--- config.mk ---
export PLATFORM = sky130hd
export DESIGN_NAME = my_pe_v2_flat
export DESIGN_NICKNAME = d
export VERILOG_FILES = /design/src/rtl/my_pe_pkg.sv /design/src/rtl/my_pe_v2_if.sv /design/src/rtl/my_pe_mac.sv /design/src/rtl/my_pe_v2.sv /design/src/flat_wrapper.sv
export SDC_FILE = /design/constraint.sdc
export NUM_CORES = 1
export LEC_CHECK = 0
export BUFFER_PORTS_ARGS = -buffer_cell sky130_fd_sc_hd__buf_2
export CAP_MARGIN = 20
export CORE_ASPECT_RATIO = 1.25
export CORE_MARGIN = 5
export CORE_UTILIZATION = 42
export CTS_BUF_LIST = sky130_fd_sc_hd__clkbuf_4
export DETAILED_ROUTE_END_ITERATION = 10
export GPL_TIMING_DRIVEN = 1
export PLACE_DENSITY = 0.69
export SLEW_MARGIN = 20
export SYNTH_ARGS = -nofsm -noshare
export SYNTH_HDL_FRONTEND = slang
export SYNTH_SLANG_ARGS = --single-unit
--- constraint.sdc ---
create_clock -name aclk -period 5.5 [get_ports aclk]
set_input_delay 0.275 -clock aclk [delete_from_list [all_inputs] [get_ports aclk]]
set_output_delay 0.275 -clock aclk [all_outputs]
set_load 0.005 [all_outputs]
--- src/rtl/my_pe_pkg.sv ---
// Shared types and helpers for the my_pe_v2 processing element.
package my_pe_pkg;

  typedef enum logic [1:0] {
    ST_IDLE,
    ST_RUN,
    ST_DRAIN,
    ST_DONE
  } state_t;

  // Accumulator width that holds 2**l_ram products of two size-bit operands.
  function automatic int unsigned acc_width(input int unsigned size, input int unsigned l_ram);
    return 2 * size + l_ram;
  endfunction

  // Clamp a signed value to the signed range of a w-bit result.
  function automatic longint sat_signed(input longint x, input int unsigned w);
    longint hi;
    longint lo;
    hi = (64'sd1 <<< (w - 1)) - 64'sd1;
    lo = -(64'sd1 <<< (w - 1));
    if (x > hi) return hi;
    if (x < lo) return lo;
    return x;
  endfunction

endpackage

--- src/rtl/my_pe_v2_if.sv ---
// Weight-load and activation-stream bus between the controller and a my_pe_v2.
interface my_pe_v2_if #(
  parameter int unsigned SIZE       = 8,
  parameter int unsigned L_RAM_SIZE = 3,
  parameter int unsigned OUT_W      = 16
);
  logic                  we;
  logic [L_RAM_SIZE-1:0] addr;
  logic [SIZE-1:0]       din;
  logic                  start;
  logic [L_RAM_SIZE:0]   len;
  logic                  accum;
  logic [SIZE-1:0]       ain;
  logic                  valid;
  logic                  ready;
  logic                  busy;
  logic                  dvalid;
  logic [OUT_W-1:0]      dout;

  modport master (
    output we, addr, din, start, len, accum, ain, valid,
    input  ready, busy, dvalid, dout
  );

  modport slave (
    input  we, addr, din, start, len, accum, ain, valid,
    output ready, busy, dvalid, dout
  );
endinterface

--- src/rtl/my_pe_mac.sv ---
// Pipelined signed MAC: operand registers -> product register -> accumulator.
module my_pe_mac #(
  parameter int unsigned SIZE  = 8,
  parameter int unsigned ACC_W = 19
) (
  input  logic                    clk,
  input  logic                    rst,
  input  logic                    clr,
  input  logic                    load,
  input  logic signed [SIZE-1:0]  a,
  input  logic signed [SIZE-1:0]  b,
  output logic signed [ACC_W-1:0] acc
);
  localparam int unsigned PW = 2 * SIZE;

  logic signed [SIZE-1:0] a_q;
  logic signed [SIZE-1:0] b_q;
  logic signed [PW-1:0]   prod;
  logic                   a_vld;
  logic                   p_vld;

  // Valid bits follow each term so stalls never add stale products.
  always_ff @(posedge clk) begin
    if (rst) begin
      a_q   <= '0;
      b_q   <= '0;
      prod  <= '0;
      a_vld <= 1'b0;
      p_vld <= 1'b0;
      acc   <= '0;
    end else begin
      a_vld <= load;
      if (load) begin
        a_q <= a;
        b_q <= b;
      end
      p_vld <= a_vld;
      prod  <= PW'(a_q) * PW'(b_q);
      if (clr)        acc <= '0;
      else if (p_vld) acc <= acc + ACC_W'(prod);
    end
  end

endmodule

--- src/rtl/my_pe_v2.sv ---
// Processing element: weight RAM, job FSM and dot-product MAC with held result.
// Define MY_PE_V2_SAT_EN to saturate dout instead of truncating it.
module my_pe_v2
  import my_pe_pkg::*;
#(
  parameter int unsigned SIZE       = 8,
  parameter int unsigned L_RAM_SIZE = 3,
  parameter int unsigned OUT_W      = 16
) (
  input  logic       aclk,
  input  logic       areset,
  my_pe_v2_if.slave  bus
);
  localparam int unsigned DEPTH = 2 ** L_RAM_SIZE;
  localparam int unsigned CW    = L_RAM_SIZE + 1;
  localparam int unsigned ACC_W = acc_width(SIZE, L_RAM_SIZE);

  state_t                   state;
  state_t                   state_nxt;
  logic [SIZE-1:0]          peram [DEPTH];
  logic [CW-1:0]            idx;
  logic [CW-1:0]            len_q;
  logic [CW-1:0]            len_eff;
  logic                     drain_cnt;
  logic                     start_ok;
  logic                     fire;
  logic                     last_beat;
  logic                     mac_clr;
  logic                     dout_load;
  logic signed [ACC_W-1:0]  acc;

  assign start_ok  = (state == ST_IDLE) && bus.start;
  assign fire      = (state == ST_RUN) && bus.valid;
  assign last_beat = fire && (idx == len_q - CW'(1));
  assign len_eff   = ((bus.len == '0) || (bus.len > CW'(DEPTH))) ? CW'(DEPTH) : bus.len;

  always_ff @(posedge aclk) begin
    if (areset) state <= ST_IDLE;
    else        state <= state_nxt;
  end

  always_comb begin
    state_nxt = state;
    case (state)
      ST_IDLE:  if (bus.start) state_nxt = ST_RUN;
      ST_RUN:   if (last_beat) state_nxt = ST_DRAIN;
      ST_DRAIN: if (drain_cnt) state_nxt = ST_DONE;
      ST_DONE:  state_nxt = ST_IDLE;
      default:  state_nxt = ST_IDLE;
    endcase
  end

  always_comb begin
    mac_clr   = 1'b0;
    dout_load = 1'b0;
    if (start_ok && !bus.accum) mac_clr = 1'b1;
    if (state == ST_DONE)       dout_load = 1'b1;
  end

  // Job bookkeeping: beat index, latched length, drain timer.
  always_ff @(posedge aclk) begin
    if (areset) begin
      idx       <= '0;
      len_q     <= CW'(DEPTH);
      drain_cnt <= 1'b0;
    end else begin
      drain_cnt <= (state == ST_DRAIN) ? ~drain_cnt : 1'b0;
      if (start_ok) begin
        idx   <= '0;
        len_q <= len_eff;
      end else if (fire) begin
        idx <= idx + CW'(1);
      end
    end
  end

  // Weight RAM is deliberately left out of reset so contents survive an abort.
  always_ff @(posedge aclk) begin
    if (bus.we && (state == ST_IDLE)) peram[bus.addr] <= bus.din;
  end

  my_pe_mac #(
    .SIZE  (SIZE),
    .ACC_W (ACC_W)
  ) u_mac (
    .clk  (aclk),
    .rst  (areset),
    .clr  (mac_clr),
    .load (fire),
    .a    (bus.ain),
    .b    (peram[idx[L_RAM_SIZE-1:0]]),
    .acc  (acc)
  );

  // Handshake/status flags are registered from the next state.
  always_ff @(posedge aclk) begin
    if (areset) begin
      bus.ready  <= 1'b0;
      bus.busy   <= 1'b0;
      bus.dvalid <= 1'b0;
      bus.dout   <= '0;
    end else begin
      bus.ready  <= (state_nxt == ST_RUN);
      bus.busy   <= (state_nxt != ST_IDLE);
      bus.dvalid <= dout_load;
      if (dout_load) begin
`ifdef MY_PE_V2_SAT_EN
        bus.dout <= OUT_W'(sat_signed(64'(acc), OUT_W));
`else
        bus.dout <= OUT_W'(acc);
`endif
      end
    end
  end

endmodule
--- src/flat_wrapper.sv ---
// flat-port wrapper written by rule: the top's interface ports become plain ports
module my_pe_v2_flat import my_pe_pkg::*;
#(
  parameter int unsigned SIZE       = 8,
  parameter int unsigned L_RAM_SIZE = 3,
  parameter int unsigned OUT_W      = 16
)
  (aclk, areset, bus_we, bus_addr, bus_din, bus_start, bus_len, bus_accum, bus_ain, bus_valid, bus_ready, bus_busy, bus_dvalid, bus_dout);
  my_pe_v2_if #(.SIZE(SIZE), .L_RAM_SIZE(L_RAM_SIZE), .OUT_W(OUT_W)) bus_i ();
  input  logic aclk;
  input  logic areset;
  input wire logic [$bits(bus_i.we)-1:0] bus_we;
  input wire logic [$bits(bus_i.addr)-1:0] bus_addr;
  input wire logic [$bits(bus_i.din)-1:0] bus_din;
  input wire logic [$bits(bus_i.start)-1:0] bus_start;
  input wire logic [$bits(bus_i.len)-1:0] bus_len;
  input wire logic [$bits(bus_i.accum)-1:0] bus_accum;
  input wire logic [$bits(bus_i.ain)-1:0] bus_ain;
  input wire logic [$bits(bus_i.valid)-1:0] bus_valid;
  output wire logic [$bits(bus_i.ready)-1:0] bus_ready;
  output wire logic [$bits(bus_i.busy)-1:0] bus_busy;
  output wire logic [$bits(bus_i.dvalid)-1:0] bus_dvalid;
  output wire logic [$bits(bus_i.dout)-1:0] bus_dout;
  assign bus_i.we = bus_we;
  assign bus_i.addr = bus_addr;
  assign bus_i.din = bus_din;
  assign bus_i.start = bus_start;
  assign bus_i.len = bus_len;
  assign bus_i.accum = bus_accum;
  assign bus_i.ain = bus_ain;
  assign bus_i.valid = bus_valid;
  assign bus_ready = bus_i.ready;
  assign bus_busy = bus_i.busy;
  assign bus_dvalid = bus_i.dvalid;
  assign bus_dout = bus_i.dout;
  my_pe_v2 #(.SIZE(SIZE), .L_RAM_SIZE(L_RAM_SIZE), .OUT_W(OUT_W)) u_core (.aclk(aclk), .areset(areset), .bus(bus_i));
endmodule
Word-level counts from Yosys, hierarchy flattened
Memory sizes are Yosys's and may differ from the RTL's. A register that Yosys moved wholly into a read port is not among the register bits.
Cells that the tools add are included.
- bits in registers: 75
- RAM bits: 64
- bits of input ports: 29
- output and inout bits: 19
- memories: 1
- memory list (memory ; words ; width ; read ports ; clocked after memory_dff ; write ports ; line ; source):
    u_core.peram ; 8 ; 8 ; 1 ; 1 ; 1 ; my_pe_v2.sv:20 ; logic [SIZE-1:0] peram [DEPTH];
- add/subtract/negate cells: 3
- multipliers: 1
- magnitude comparators: 1
- equality and inequality tests: 5
- muxes and demuxes: 9
- bitwise logic cells: 2
- reduce and logical (&&, ||, !) cells: 13
- operators with widths (kind ; number):
    19-bit by 16-bit adder with 19-bit output ; 1
    8-bit by 8-bit multiplier with 16-bit output ; 1
    2-bit one-hot mux with 4 select lines ; 1
    2-bit two-way mux ; 3
    2-bit OR reduction ; 3
    1-bit logical AND ; 5
    4-bit by 1-bit adder with 4-bit output (second input constant) ; 1
    2-bit by 1-bit equality test with 1-bit output (second input constant) ; 2
    2-bit equality test (second input constant) ; 2
    4-bit equality test ; 1
    4-bit greater-than comparator (second input constant) ; 1
    4-bit logical NOT ; 1
    1-bit two-way mux ; 4
    4-bit two-way mux ; 1
    4-bit by 1-bit subtractor with 4-bit output (second input constant) ; 1
    2-bit logical NOT ; 1
    1-bit NOT ; 2
    2-bit nonzero test ; 1
    1-bit logical NOT ; 1
    1-bit logical OR ; 1

Logic depth before layout (Yosys ltp)
- depth after elaboration: 6
- depth in mapped cells: 16
- mapped depth without buffers: 16

Modules after synthesis
A second synthesis with hierarchy kept.
- cells, all modules: 802
- area, all modules: 8812.2 µm²
- by module, submodules not included (module ; times used ; cells each ; area an instance (µm²) ; sequential area each (µm²)):
    my_pe_mac ; 1 ; 552 ; 5036.1 ; 1061.0
    my_pe_v2 ; 1 ; 250 ; 3776.1 ; 2582.5

Least setup slack after synthesis
OpenSTA, ideal clock, no wires.
- kind: reg-to-reg
- start point: register u_core.u_mac.b_q[7], read port of u_core.peram
- end point: register u_core.u_mac.prod[14]
- library setup time: 0.121 ns
- arrival: 4.057 ns
- required time: 5.379 ns
- path slack: 1.322 ns
- stages on the path, launching flop included: 15
- path buffers: 0
- clock period less this slack: 4.178 ns
- cells stage by stage: dfxtp_1 -> nand2b_1 -> fa_1 -> fa_1 -> inv_1 -> fa_1 -> inv_1 -> fa_1 -> inv_1 -> ha_1 -> o21a_1 -> o21ai_0 -> a21oi_1 -> o31ai_1 -> mux2_2
- cells in the longest elaborated chain, start to end: 1
- ends and longest elaborated chain (element ; line ; source):
    start, declared ; my_pe_mac.sv:17 ; logic signed [SIZE-1:0] b_q;
    8-bit by 8-bit multiplier with 16-bit output ; my_pe_mac.sv:38 ; prod <= PW'(a_q) * PW'(b_q);
    end signal, assigned ; my_pe_mac.sv:38 ;
    end, declared ; my_pe_mac.sv:18 ; logic signed [PW-1:0] prod;
Every way passes these cells.
A chain may end at the register's enable or synchronous reset.

Final worst setup path
Ends and elaborated chain as after synthesis.

==> impl_metrics.yaml <==
run_status:
  status: "complete, no violations"
place:
  gp_congestion: 0.851
  io_buffer_count: 47
  place_ws_ns: 1.05
  dp_hpwl_um: 11800
final_layout:
  drive_above_1_share_pct: 13.0
  finalNetCount: 979
  register_area_um2: 3520
  synthToLayoutAreaGrowth_pct: 12.1
  n_antenna_cell: 0
  multi_input_area_um2: 4420
  fillers: 1821
  fin_util_pct: 48.0
pwr:
  peakVddDrop_v: 0.000160
  fin_total_pwr_mw: 2.09
  cellPowerDensity_nw_per_um2: 223
  leakagePower_nw: 3.82
sta:
  finalSetupViolCount: 0
  tightest_slew_ns: 0.973
  finalSetupTns_ns: 0
  hold_violations: 0
  slew-limit-headroom_pct: 35.1
  max_clock_freq_mhz: 222
  layout_setup_ws_ns: 0.998
  rsz0062_at_grt: "false"
  drv_slew: 0
  min_period_ns: 4.50
  fin_skew_ns: 0.0167
  period_share_pct: 81.9
drt:
  wl_um: 15600
  routed-via-count: 5500
  drt_pass1_iterations: 4
  ant_nets: 0
  drt-initial-drc-count: 136
  drc_errors: 0
  post_drt_wl_per_cell_um: 13.9
  via_per_inst: 4.88
global_route:
  grt_max_degree: 58
  antenna_found_initial: 0
  grt_pass1_wl_um: 26800
  track_usage_pct: 14.7
  grt_overflow: 0
  grt_pass1_vias: 5567
setup_path:
  critical_path.max_fanout: 10
  start_kind: "flip-flop"
  path_class: "reg -> reg"
  cp.arrival_ns: 4.97
  cp-end-kind: "flip-flop"
  worst_ep_required_time_ns: 5.96
floorplanning:
  design.core.area_um2: 19500
  die_y_um: 168
  die_area_um2: 22900
  ioPinCount: 48
  die_x_um: 136
  start_util_pct: 42.8
  floorplan.rows: 57
logic_synthesis:
  syn_area_um2: 8360
  synthesis.instances: 779
  yosys_warnings: 0
  synth_top_area_share_pct: 23.0
  yosysMostFrequentCell: "inv_1"
  synthArstFlopShare_pct: 0
  seq_area_frac_synth_pct: 42.1
  yosys.area.top_type: "edfxtp_1"
  synth_area_per_cell_um2: 10.7
  synthTopCellsByCount: "inv_1, nand2_1, dfxtp_1"
  synth.area.top_cells: "edfxtp_1, dfxtp_1, fa_1"
  syn-num-nets: 910
  ys_types: 57
  synth_seq_cells: 144
  ys.flop_type: "dfxtp_1"
  synth_edf_count: 64
clock_network:
  htreeDepth: 4
  cts_root_buffer: "clkbuf_4"
  clockBufferDepth: 2
  cts_setup_buffers: 0
  clkTransAtPathRegs_ns: 0.13
  clkLatencyLatePin_ns: 0.56
  clock_sinks: 144
  numCtsBuffers: 17
  cts_tree: "built"
job:
  cap_violations: 0
worst_hold_path:
  min_path_type: "in -> reg"
-- flip-flops by register name (all words and copies together) (netlist names) --
signal,cells
u_core.peram,64
u_core.bus.dout,16
u_core.u_mac.acc,16
u_core.u_mac.prod,16
u_core.u_mac.a_q,8
u_core.u_mac.b_q,8
u_core.idx,4
u_core.len_q,4
u_core.state,2
u_core.bus.busy,1
u_core.bus.dvalid,1
u_core.bus.ready,1
u_core.drain_cnt,1
u_core.u_mac.a_vld,1
u_core.u_mac.p_vld,1
-- worst paths after layout --
path	from	to	slack (ns)	depth (start not counted)
max	u_core.u_mac.b_q[7]	u_core.u_mac.prod[14]	1.0	14
min	bus_accum	u_core.u_mac.acc[2]	0.13	3
max reg2reg	u_core.u_mac.b_q[7]	u_core.u_mac.prod[14]	1.0	14
min reg2reg	u_core.drain_cnt	u_core.drain_cnt	0.43	1
-- report_power, final --
group,switching [mW],leakage [nW],internal [mW]
Clock,0.400,0.166,0.328
Sequential,0.0237,1.23,1.14
Combinational,0.108,2.42,0.0861
Total,0.532,3.82,1.56
-- final cells by class --
class	instances	area share [%]
Multi-Input combinational cell	526	47.1
Sequential cell	144	37.6
Timing Repair Buffer	72	5.05
Tap cell	265	3.54
Inverter	87	3.48
Clock inverter	13	1.71
Clock buffer	19	1.52
-- cell usage in the layout (no fill, tap or decap), drive strengths merged, types with 8 or more instances in the layout --
master       Yosys  routed
inv             86      92
nand2           84      84
dfxtp           80      80
edfxtp          64      64
fa              56      56
buf             12      52
nor2            51      51
a21oi           51      51
and2            47      47
ha              46      46
dlygate4sd3      0      20
clkbuf          10      19
nor2b           18      18
o21ai           18      18
xnor2           18      18
mux4            16      16
a211oi          15      15
mux2i           14      14
nor3            12      12
a21o             9       9
nand2b           8       8
xor2             8       8
-- critical path, cell delays in order (launching register included) --
cell	delay, ns
dfxtp_1	0.55
nand2b_1	0.14
fa_1	0.52
fa_1	0.54
inv_1	0.05
fa_1	0.52
inv_1	0.05
fa_1	0.52
inv_1	0.04
ha_1	0.31
o21a_1	0.12
o21ai_0	0.24
a21oi_1	0.16
o31ai_1	0.27
mux2_2	0.36
-- cells by family after synthesis --
group	Yosys count	synth area share, %
fa+ha+maj	102	20.3
flops	144	42.1
xor+xnor	26	2.72
compound gates	122	9.32
buf+inv	109	5.06
mux	33	6.39
simple gates	243	14.1
-- routing by layer --
layer / up-vias / track usage, % / part of all wire (%)
li1: 2783 / - / -
met1: 2610 / 17.9 / 44
met2: 91 / 26.0 / 52
met3: 16 / 2.76 / 2.9
met4: 0 / 4.73 / 1.3
met5: - / 0 / 0
-- through the flow --
stage	cell area (µm²)	hold slack [ns]	instances
global placement	8870	0.411	1074
floorplan	8360	0.374	779
finish	9370	0.127	1126
detailed placement	8870	0.412	1074
CTS	9370	0.0904	1126
global route	9370	0.122	1126
-- repair_timing --
action / 4_1_cts / 5_1_grt
endpoints found under the hold margin: 76 / 0
hold buffers: 20 / 0
gates resized for setup: 0 / 0
setup endpoints to repair: 0 / 0
No activity file was read; power rests on OpenSTA's default activity.
